--- config.mk ---
export PLATFORM = sky130hd
export DESIGN_NAME = aes_link_ctrl_flat
export DESIGN_NICKNAME = d
export VERILOG_FILES = /design/src/rtl/aes_link_pkg.sv /design/src/rtl/aes_link_if.sv /design/src/rtl/link_sync_edge.sv /design/src/rtl/aes_link_ctrl.sv /design/src/flat_wrapper.sv
export SDC_FILE = /design/constraint.sdc
export NUM_CORES = 1
export LEC_CHECK = 0
export ABC_AREA = 0
export ABC_CLOCK_PERIOD_IN_PS = 21300
export BUFFER_PORTS_ARGS = -buffer_cell sky130_fd_sc_hd__buf_4
export CORE_UTILIZATION = 30
export DETAILED_ROUTE_END_ITERATION = 10
export SLEW_MARGIN = 20
export SYNTH_ARGS = -nofsm -noshare
export SYNTH_HDL_FRONTEND = slang
export SYNTH_SLANG_ARGS = --single-unit
export TNS_END_PERCENT = 30
--- constraint.sdc ---
create_clock -name CLK -period 21.3 [get_ports CLK]
set_clock_uncertainty 0.15 [all_clocks]
set_input_delay 1.065 -clock CLK [delete_from_list [all_inputs] [get_ports CLK]]
set_output_delay 1.065 -clock CLK [all_outputs]
set_load 0.005 [all_outputs]
--- src/rtl/aes_link_pkg.sv ---
// aes_link_pkg: state encoding and sizing shared by the AES host link
package aes_link_pkg;
    typedef enum logic [3:0] {IDLE = 4'd0, RX_KEY = 4'd1, RX_MSG = 4'd2, WAIT = 4'd3, TX = 4'd4} state_t;
    localparam int MSG_BITS = 128;
    function automatic int words(input int bits, input int w);
        return bits / w;
    endfunction
endpackage

--- src/rtl/aes_link_if.sv ---
// aes_link_if: half-duplex pad bus between host pads and the link controller
interface aes_link_if #(parameter int BUS_W = 8);
    logic [BUS_W-1:0] pad_i, pad_o;
    logic stb_i, key_keep, pad_oe, stb_o;
    modport master (output pad_i, stb_i, key_keep, input pad_o, pad_oe, stb_o);
    modport slave (input pad_i, stb_i, key_keep, output pad_o, pad_oe, stb_o);
endinterface

--- src/rtl/link_sync_edge.sv ---
// link_sync_edge: 2-flop synchronizer with registered one-cycle rising-edge pulse
module link_sync_edge (
    input  logic CLK,
    input  logic Reset,
    input  logic sig,
    output logic rise
);
    logic [2:0] sync;
    always_ff @(posedge CLK or posedge Reset) begin
        if (Reset) begin
            sync <= '0;
            rise <= 1'b0;
        end else begin
            sync <= {sync[1:0], sig};
            rise <= sync[1] & ~sync[2];
        end
    end
endmodule

--- src/rtl/aes_link_ctrl.sv ---
// aes_link_ctrl: byte-serial host link collecting key/plaintext and returning AES ciphertext
module aes_link_ctrl import aes_link_pkg::*; #(
    parameter int BUS_W    = 8,
    parameter int KEY_BITS = 256,
    parameter int AES_LAT  = 1,
    parameter int SETUP    = 4,
    parameter int STB_CYC  = 4,
    parameter int TIMEOUT  = 2**20
) (
    input  logic                CLK,
    input  logic                Reset,
    aes_link_if.slave           bus,
    output logic [MSG_BITS-1:0] aes_msg,
    output logic [KEY_BITS-1:0] aes_key,
    input  logic [MSG_BITS-1:0] aes_out,
    output logic                err,
    output logic [15:0]         led
);
    localparam int KEY_WORDS = words(KEY_BITS, BUS_W);
    localparam int MSG_WORDS = words(MSG_BITS, BUS_W);
    localparam int CW = $clog2(TIMEOUT + SETUP + STB_CYC + AES_LAT + 1);
    state_t state;
    logic [7:0] word_cnt, last_word;
    logic [CW-1:0] cnt;
    logic [MSG_BITS-1:0] tx_sh;
    logic rx_pulse;
    link_sync_edge u_sync (.CLK(CLK), .Reset(Reset), .sig(bus.stb_i), .rise(rx_pulse));
    // Shifting zeros in behind the ciphertext leaves pad_o at 0 once the frame is out
    assign bus.pad_o = tx_sh[MSG_BITS-1 -: BUS_W];
    assign led = {state, err, 3'b000, word_cnt};
    assign last_word = (state == RX_KEY) ? 8'(KEY_WORDS - 1) : 8'(MSG_WORDS - 1);
    always_ff @(posedge CLK or posedge Reset) begin
        if (Reset) begin
            state      <= IDLE;
            word_cnt   <= '0;
            cnt        <= '0;
            tx_sh      <= '0;
            aes_msg    <= '0;
            aes_key    <= '0;
            err        <= 1'b0;
            bus.pad_oe <= 1'b0;
            bus.stb_o  <= 1'b0;
        end else begin
            if (rx_pulse && state inside {WAIT, TX}) err <= 1'b1;
            case (state)
                IDLE: if (rx_pulse) begin
                    err      <= 1'b0;
                    word_cnt <= 8'd1;
                    cnt      <= '0;
                    if (bus.key_keep) begin
                        aes_msg <= {aes_msg[MSG_BITS-BUS_W-1:0], bus.pad_i};
                        state   <= RX_MSG;
                    end else begin
                        aes_key <= {aes_key[KEY_BITS-BUS_W-1:0], bus.pad_i};
                        state   <= RX_KEY;
                    end
                end
                RX_KEY, RX_MSG: if (rx_pulse) begin
                    cnt <= '0;
                    if (state == RX_KEY) aes_key <= {aes_key[KEY_BITS-BUS_W-1:0], bus.pad_i};
                    else aes_msg <= {aes_msg[MSG_BITS-BUS_W-1:0], bus.pad_i};
                    if (word_cnt == last_word) begin
                        word_cnt <= '0;
                        state    <= (state == RX_KEY) ? RX_MSG : WAIT;
                    end else word_cnt <= word_cnt + 8'd1;
                end else if (cnt == CW'(TIMEOUT - 1)) begin
                    err      <= 1'b1;
                    word_cnt <= '0;
                    state    <= IDLE;
                end else cnt <= cnt + 1'b1;
                // One extra cycle past AES_LAT so the core output has settled before capture
                WAIT: if (cnt == CW'(AES_LAT)) begin
                    tx_sh      <= aes_out;
                    bus.pad_oe <= 1'b1;
                    cnt        <= '0;
                    word_cnt   <= '0;
                    state      <= TX;
                end else cnt <= cnt + 1'b1;
                TX: begin
                    if (cnt == CW'(SETUP - 1)) bus.stb_o <= 1'b1;
                    if (cnt == CW'(SETUP + STB_CYC - 1)) begin
                        bus.stb_o <= 1'b0;
                        cnt       <= '0;
                        tx_sh     <= tx_sh << BUS_W;
                        if (word_cnt == 8'(MSG_WORDS - 1)) begin
                            word_cnt   <= '0;
                            bus.pad_oe <= 1'b0;
                            state      <= IDLE;
                        end else word_cnt <= word_cnt + 8'd1;
                    end else cnt <= cnt + 1'b1;
                end
                default: state <= IDLE;
            endcase
        end
    end
endmodule

--- src/flat_wrapper.sv ---
// flat-port wrapper written by rule: the top's interface ports become plain ports
module aes_link_ctrl_flat import aes_link_pkg::*;
#(
    parameter int BUS_W    = 8,
    parameter int KEY_BITS = 256,
    parameter int AES_LAT  = 1,
    parameter int SETUP    = 4,
    parameter int STB_CYC  = 4,
    parameter int TIMEOUT  = 2**20
)
  (CLK, Reset, aes_msg, aes_key, aes_out, err, led, bus_pad_i, bus_stb_i, bus_key_keep, bus_pad_o, bus_pad_oe, bus_stb_o);
  aes_link_if #(.BUS_W(BUS_W)) bus_i ();
  input  logic CLK;
  input  logic Reset;
  output logic [MSG_BITS-1:0] aes_msg;
  output logic [KEY_BITS-1:0] aes_key;
  input  logic [MSG_BITS-1:0] aes_out;
  output logic err;
  output logic [15:0] led;
  input wire logic [$bits(bus_i.pad_i)-1:0] bus_pad_i;
  input wire logic [$bits(bus_i.stb_i)-1:0] bus_stb_i;
  input wire logic [$bits(bus_i.key_keep)-1:0] bus_key_keep;
  output wire logic [$bits(bus_i.pad_o)-1:0] bus_pad_o;
  output wire logic [$bits(bus_i.pad_oe)-1:0] bus_pad_oe;
  output wire logic [$bits(bus_i.stb_o)-1:0] bus_stb_o;
  assign bus_i.pad_i = bus_pad_i;
  assign bus_i.stb_i = bus_stb_i;
  assign bus_i.key_keep = bus_key_keep;
  assign bus_pad_o = bus_i.pad_o;
  assign bus_pad_oe = bus_i.pad_oe;
  assign bus_stb_o = bus_i.stb_o;
  aes_link_ctrl #(.BUS_W(BUS_W), .KEY_BITS(KEY_BITS), .AES_LAT(AES_LAT), .SETUP(SETUP), .STB_CYC(STB_CYC), .TIMEOUT(TIMEOUT)) u_core (.CLK(CLK), .Reset(Reset), .bus(bus_i), .aes_msg(aes_msg), .aes_key(aes_key), .aes_out(aes_out), .err(err), .led(led));
endmodule
==> run_results.csv, run 1 <==
group,metric,value,unit
clock_network,cts_post_setup_buffers_inserted,0,
critical_path,cell_class_contributing_the_biggest_share_of_worst_path_delay,"buffers and inverters",
routing,vias_per_cell,4.82,
routing,totalWireLength,63.5,mm
critical_path,regToRegSetupSlack,17610,ps
clock_network,ctsLongestPathBuffers,3,
routing,antenna_violating_nets_post_route,0,
floorplan,die_span_in_x,275,um
synthesis,asyncSetResetFlopFracSynth,1.00,
timing,fin_crit_sh,0.173,
routing,initialDrtViolationCount,921,
timing,finalHoldViolCount,0,
critical_path,worstSetupEndpoint,"u_core.aes_key[199]",
floorplan,num_rows,99,
pwr,leakage,14.9,nW
min_path,worst_hold_path_type,"flip-flop to flip-flop",
timing,tightestPinTransition,1170,ps
synthesis,ff_latch_count_synth,551,
grt,grt_first_pass_wirelength,96.3,mm
synthesis,number_of_enable_type_register_cells_in_the_synthesized_netlist,0,
timing,slew_viols_final,0,
cells_and_area,layout-drive-gt1-share,0.455,
grt,grt_max_degree,241,
critical_path,r2r_end,"u_core.aes_key[199]",
critical_path,critical_path.cell_chain,"nand2b_1 -> nor3_2 -> buf_12 -> buf_4 -> mux2_2",
grt,initial_antenna_violation_count,1,
timing,max-slew-margin-rel,0.223,
floorplan,core-area,73500,um^2
placed_design,dpl_cell_area,27200,um^2
placed_design,port-buffer-count,546,
clock_network,cts_hold_buffers,0,
floorplan,ios,551,
routing,routed_wirelength_normalized_by_instance_count,19.3,um
clock_network,clock_insertion_delay_worst_skew,630,ps
grt,track_usage,0.162,
critical_path,regToRegStartpoint,"u_core.state[2]",
synthesis,syn_avg_cell_area,12.6,um^2
critical_path,worst_path_largest_cell_delay,930,ps
critical_path,crit_slowest_cell,"sky130_fd_sc_hd__buf_4",
synthesis,synth.yosys.seq_area_share,0.615,
critical_path,critPathLaunch,"u_core.state[2]",
status,run_status,"finished clean",
pwr,power_density,75.8,nW/um^2
synthesis,synth_warnings,0,
cells_and_area,layout.cell_area.non_filler,29400,um^2
clock_network,cts.root.buffer_cell,"sky130_fd_sc_hd__clkbuf_16",
placed_design,dpl.hpwl,44.9,mm
clock_network,h-tree-depth,2,
timing,max_freq,271,MHz
critical_path,startpoint_type,"flip-flop",
synthesis,distinct_cell_type_count_of_the_synthesized_netlist,59,
critical_path,worst-r2r-cell-count,5,
placed_design,gp_congestion,0.852,
routing,drtPass1Iterations,7,
critical_path,classification_of_the_worst_setup_path,"flip-flop to flip-flop",
clock_network,cts.repair.resized,0,
critical_path,worstPathRequired,21640,ps
timing,final.setup.tns,0,ps
clock_network,cts.clk_slew.worst_paths,60,ps
floorplan,floorplan.initialDensity,0.305,
clock_network,cts_num_sinks,551,
grt,number_of_global_route_vias_before_repair,16300,
routing,routed-via-count,15900,
critical_path,worst_setup_path_end_kind,"flip-flop",
run,maxCapViolCount,0,
routing,drc_errors,0,
cells_and_area,final_nets,2423,
grt,global_route.overflow_total,0,
synthesis,synth.cell_area,22400,um^2
pwr,vdd.ir_drop.worst,0.0691,mV
timing,rsz0062_at_grt,"false",
critical_path,timing.critical_path.depth,5,
timing,min_period,3690,ps
timing,setup_viol,0,
critical_path,critical_path_arrival,4030,ps
synthesis,synth_flop_cell,"sky130_fd_sc_hd__dfrtp_1",
critical_path,cp.buffers_inverters,2,
cells_and_area,flow.area_growth_from_synthesis,31.1,%
clock_network,cts_tree,"done",
cells_and_area,finalCoreUtilization,0.400,
floorplan,area_of_the_die,75800,um^2
floorplan,die_h,275,um
clock_network,numCtsBuffers,61,
synthesis,syn-instance-count,1776,
critical_path,critical_path.max_fanout,174,
-- worst min path at each step --
stage | from | endpoint | slack, ps | cells past startpoint
global route | u_core.u_sync.sync[1] | u_core.u_sync.sync[2] | 250 | 0
detailed placement | u_core.u_sync.sync[1] | u_core.u_sync.sync[2] | 210 | 0
finish | u_core.u_sync.sync[1] | u_core.u_sync.sync[2] | 220 | 0
floorplan | u_core.u_sync.sync[0] | u_core.u_sync.sync[1] | 180 | 0
global placement | u_core.u_sync.sync[1] | u_core.u_sync.sync[2] | 210 | 0
CTS | u_core.u_sync.sync[1] | u_core.u_sync.sync[2] | 230 | 0
-- cell usage in the layout, fill, tap and decap left out, types with 8 or more instances in the layout --
cell                        count
sky130_fd_sc_hd__mux2_2       384
sky130_fd_sc_hd__a31oi_1      126
sky130_fd_sc_hd__nand2_1      266
sky130_fd_sc_hd__clkbuf_1      13
sky130_fd_sc_hd__a22o_1        14
sky130_fd_sc_hd__a21oi_1       11
sky130_fd_sc_hd__inv_1         10
sky130_fd_sc_hd__clkbuf_16     61
sky130_fd_sc_hd__o31ai_1       10
sky130_fd_sc_hd__dfrtp_1      551
sky130_fd_sc_hd__o21ai_0       16
sky130_fd_sc_hd__nand4_1        8
sky130_fd_sc_hd__buf_4        557
sky130_fd_sc_hd__nand3_1       13
sky130_fd_sc_hd__clkbuf_8      13
sky130_fd_sc_hd__nor2_1       138
-- per-layer routing --
| metal | GRT usage | share of wire |
|---|---|---|
| met1 | 0.199 | 0.40 |
| met2 | 0.267 | 0.49 |
| met4 | 0.0491 | 0.027 |
| met5 | 0 | 0 |
| met3 | 0.0542 | 0.087 |
-- report_power, final --
group	internal [mW]	switching (mW)
clock network	0.660	0.445
logic	0.0252	0.0326
registers	1.06	0.00695
-- cells in the mapped netlist (4+ instances only) --
master	count	share of area
sky130_fd_sc_hd__a211oi_1	4	0.0013
sky130_fd_sc_hd__a21oi_1	11	0.0025
sky130_fd_sc_hd__a22o_1	14	0.0055
sky130_fd_sc_hd__a31oi_1	126	0.035
sky130_fd_sc_hd__and3_1	4	0.0011
sky130_fd_sc_hd__and4_1	5	0.0020
sky130_fd_sc_hd__buf_2	61	0.014
sky130_fd_sc_hd__buf_4	14	0.0047
sky130_fd_sc_hd__buf_6	9	0.0045
sky130_fd_sc_hd__clkbuf_1	37	0.0062
sky130_fd_sc_hd__dfrtp_1	551	0.62
sky130_fd_sc_hd__inv_1	11	0.0018
sky130_fd_sc_hd__mux2_2	384	0.19
sky130_fd_sc_hd__mux2i_1	5	0.0022
sky130_fd_sc_hd__nand2_1	266	0.045
sky130_fd_sc_hd__nand2b_1	7	0.0020
sky130_fd_sc_hd__nand3_1	13	0.0029
sky130_fd_sc_hd__nand4_1	8	0.0022
sky130_fd_sc_hd__nor2_1	138	0.023
sky130_fd_sc_hd__nor2b_1	7	0.0020
sky130_fd_sc_hd__nor3_1	6	0.0013
sky130_fd_sc_hd__nor4_1	4	0.0011
sky130_fd_sc_hd__o211ai_1	4	0.0013
sky130_fd_sc_hd__o21ai_0	16	0.0036
sky130_fd_sc_hd__o31ai_1	10	0.0033
sky130_fd_sc_hd__or3_1	4	0.0011
sky130_fd_sc_hd__or4_1	6	0.0020
-- layout make-up --
class,instances,area [um^2]
multi-input combinational,1095,7980
clock inverter,25,375
fill,6994,44100
inverter,11,48.8
tap,959,1200
timing repair buffer,560,4240
sequential,551,13800
antenna,1,2.50
clock buffer,87,1750
-- metrics by stage --
stage	setup slack, ps	hold WS (ps)	power (mW)	cells
2_1_floorplan	4680	181	1.11	1779
3_3_place_gp	17270	208	1.14	3176
3_5_place_dp	17240	213	1.14	3176
4_1_cts	17710	225	2.26	3288
5_1_grt	17410	246	2.31	3289
6_report	17610	221	2.23	3289
-- state kept, by name (all words and copies together) (netlist names) --
signal and flops:
u_core.aes_key 256, u_core.aes_msg 128, u_core.tx_sh 128, u_core.cnt 21, u_core.word_cnt 8, u_core.state 3, u_core.u_sync.sync 3, u_core.bus.pad_oe 1
u_core.bus.stb_o 1, u_core.err 1, u_core.u_sync.rise 1
-- cell families after synthesis --
family          share of synthesized area
flops                               0.615
simple gates                       0.0928
fa+ha+maj                         0.00167
mux                                 0.195
xor+xnor                         0.000782
compound gates                     0.0632
other cells                      0.000167
buf+inv                            0.0311
No activity file was read; power rests on OpenSTA's default activity.
==> inputs of run 2 (changes only) <==
- ABC_CLOCK_PERIOD_IN_PS: 21300 -> 3300
- clock period: 21.3 -> 3.3 ns (I/O delays scaled with it)
==> run_results.csv, run 2 (synthesis gave the netlist of run 1 again) <==
group,metric,value,unit
floorplan,die_span_in_x,275,um
critical_path,startpoint_type,"flip-flop",
cells_and_area,top_register,"u_core.aes_key",
critical_path,worst_path_largest_cell_delay,570,ps
critical_path,critical_path.max_fanout,86,
critical_path,worstPathRequired,3670,ps
grt,number_of_global_route_vias_before_repair,16900,
routing,totalWireLength,65.7,mm
critical_path,classification_of_the_worst_setup_path,"flip-flop to flip-flop",
grt,grt_max_degree,92,
pwr,leakage,15.6,nW
pwr,power.share.switching,0.219,
pwr,fin_total_pwr,14.3,mW
pwr,total_switching_power,3.12,mW
placed_design,port-buffer-count,546,
routing,routed_wirelength_normalized_by_instance_count,19.0,um
cells_and_area,flow.area_growth_from_synthesis,38.4,%
routing,antenna_violating_nets_post_route,0,
placed_design,dpl_cell_area,27600,um^2
clock_network,cts_post_setup_buffers_inserted,0,
routing,drc_errors,0,
timing,holdWs,90.0,ps
routing,initialDrtViolationCount,1201,
placed_design,gp_congestion,0.864,
clock_network,cts_tree,"done",
timing,rsz0062_at_grt,"false",
run,maxCapViolCount,0,
critical_path,critical_path_arrival,3050,ps
pwr,internal_power,11.1,mW
clock_network,ctsLongestPathBuffers,3,
timing,slew_viols_final,0,
floorplan,core-area,73500,um^2
critical_path,crit_slowest_cell,"sky130_fd_sc_hd__dfrtp_1",
placed_design,dpl.hpwl,46.4,mm
timing,tightestPinTransition,844,ps
floorplan,die_h,275,um
clock_network,h-tree-depth,2,
cells_and_area,final_nets,2590,
grt,grt_first_pass_wirelength,99.4,mm
cells_and_area,reg_top3,"u_core.aes_key x256, u_core.aes_msg x128, u_core.tx_sh x128",
pwr,pwr-share-clk,0.480,
min_path,worst_hold_path_type,"input port to flip-flop",
cells_and_area,diodes,0,
cells_and_area,layout.cell_area.non_filler,31000,um^2
cells_and_area,mostFrequentLayoutCell,"sky130_fd_sc_hd__buf_4",
cells_and_area,layout-drive-gt1-share,0.438,
routing,vias_per_cell,4.76,
cells_and_area,final_cell_mix,"sky130_fd_sc_hd__buf_4 (574), sky130_fd_sc_hd__dfrtp_1 (551), sky130_fd_sc_hd__mux2_2 (384)",
grt,global_route.overflow_total,0,
pwr,vdd.ir_drop.worst,0.405,mV
status,run_status,"finished clean",
timing,finalHoldViolCount,0,
timing,max_freq,372,MHz
clock_network,cts_hold_buffers,139,
floorplan,area_of_the_die,75800,um^2
pwr,seq_power_share,0.482,
clock_network,cts.root.buffer_cell,"sky130_fd_sc_hd__clkbuf_16",
timing,max-slew-margin-rel,0.436,
critical_path,critical_path.cell_chain,"or3b_4 -> o22ai_1 -> nor3b_4 -> buf_12 -> buf_4 -> nor2_1 -> a31oi_1",
timing,min_period,2690,ps
min_path,worst_hold_path.num_cells,2,
cells_and_area,largest_register_ffs,256,
routing,drtPass1Iterations,5,
timing,fin_crit_sh,0.814,
floorplan,floorplan.initialDensity,0.305,
routing,routed-via-count,16400,
critical_path,worst_setup_path_end_kind,"flip-flop",
timing,setup_viol,0,
grt,initial_antenna_violation_count,0,
floorplan,num_rows,99,
critical_path,worst-r2r-cell-count,7,
clock_network,cts_num_sinks,551,
clock_network,clock_insertion_delay_worst_skew,620,ps
clock_network,numCtsBuffers,60,
cells_and_area,finish.cell_count_without_fillers,3451,
clock_network,cts.clk_slew.worst_paths,60,ps
grt,track_usage,0.167,
pwr,combinational_share_of_power,0.038,
placed_design,placed_insts,3205,
cells_and_area,finalCoreUtilization,0.422,
floorplan,ios,551,
pwr,power_density,459,nW/um^2
clock_network,cts.repair.resized,0,
[run 2: cell count changes in the layout (fill, tap and decap cells not counted), moves of 2 or more]
| cell | delta |
|---|---|
| sky130_fd_sc_hd__bufinv_16 | -2 |
| sky130_fd_sc_hd__clkbuf_1 | -8 |
| sky130_fd_sc_hd__buf_12 | +12 |
| sky130_fd_sc_hd__dlygate4sd3_1 | +139 |
| sky130_fd_sc_hd__clkinv_2 | +6 |
| sky130_fd_sc_hd__buf_4 | +17 |
| sky130_fd_sc_hd__clkinv_4 | +2 |
[run 2: layer usage]
| metal | global-route usage | up-vias | part of all wire |
|---|---|---|---|
| met5 | 0 | - | 0 |
| met4 | 0.0468 | 0 | 0.024 |
| met3 | 0.0539 | 98 | 0.085 |
| met2 | 0.278 | 554 | 0.48 |
| met1 | 0.208 | 8224 | 0.41 |
| li1 | - | 7567 | - |
[run 2: through the flow]
step | TNS [ps] | setup slack [ps]
6_report | 0 | 615
5_1_grt | 0 | 425
4_1_cts | 0 | 626
3_5_place_dp | 0 | 653
3_3_place_gp | 0 | 725
2_1_floorplan | -2486570 | -4510
[run 2: critical path, delay by kind of cell, from the launching register on]
kind,cells,cell delay (ps)
buf+inv,2,650
flops,1,570
compound gates,2,360
simple gates,3,820
[run 2: path summary, 6_finish.rpt]
kind	startpoint	endpoint	slack, ps
setup reg to reg	u_core.state[0]	u_core.tx_sh[32]	610
hold reg to reg	u_core.u_sync.sync[0]	u_core.u_sync.sync[1]	200
hold / removal	bus_stb_i	u_core.u_sync.sync[0]	90
min in group asynchronous	Reset	u_core.aes_key[124]	140
max in group asynchronous	Reset	u_core.aes_msg[66]	1780
setup / recovery	u_core.state[0]	u_core.tx_sh[32]	610
[run 2: final cells by class]
class | count | area [um^2]
sequential | 551 | 13800
timing repair buffer | 728 | 6000
clock inverter | 29 | 325
inverter | 11 | 45.0
clock buffer | 78 | 1700
multi-input combinational | 1095 | 7970
fill | 6836 | 42400
tap | 959 | 1200
[run 2: power by group through the flow]
stage               registers [mW]  clock network, mW  logic [mW]
global placement              6.99                  0       0.411
floorplan                     6.99                  0       0.168
CTS                           6.87               7.04       0.553
finish                        6.87               6.84       0.542
detailed placement            6.99                  0       0.417
global route                  6.88               7.30       0.599
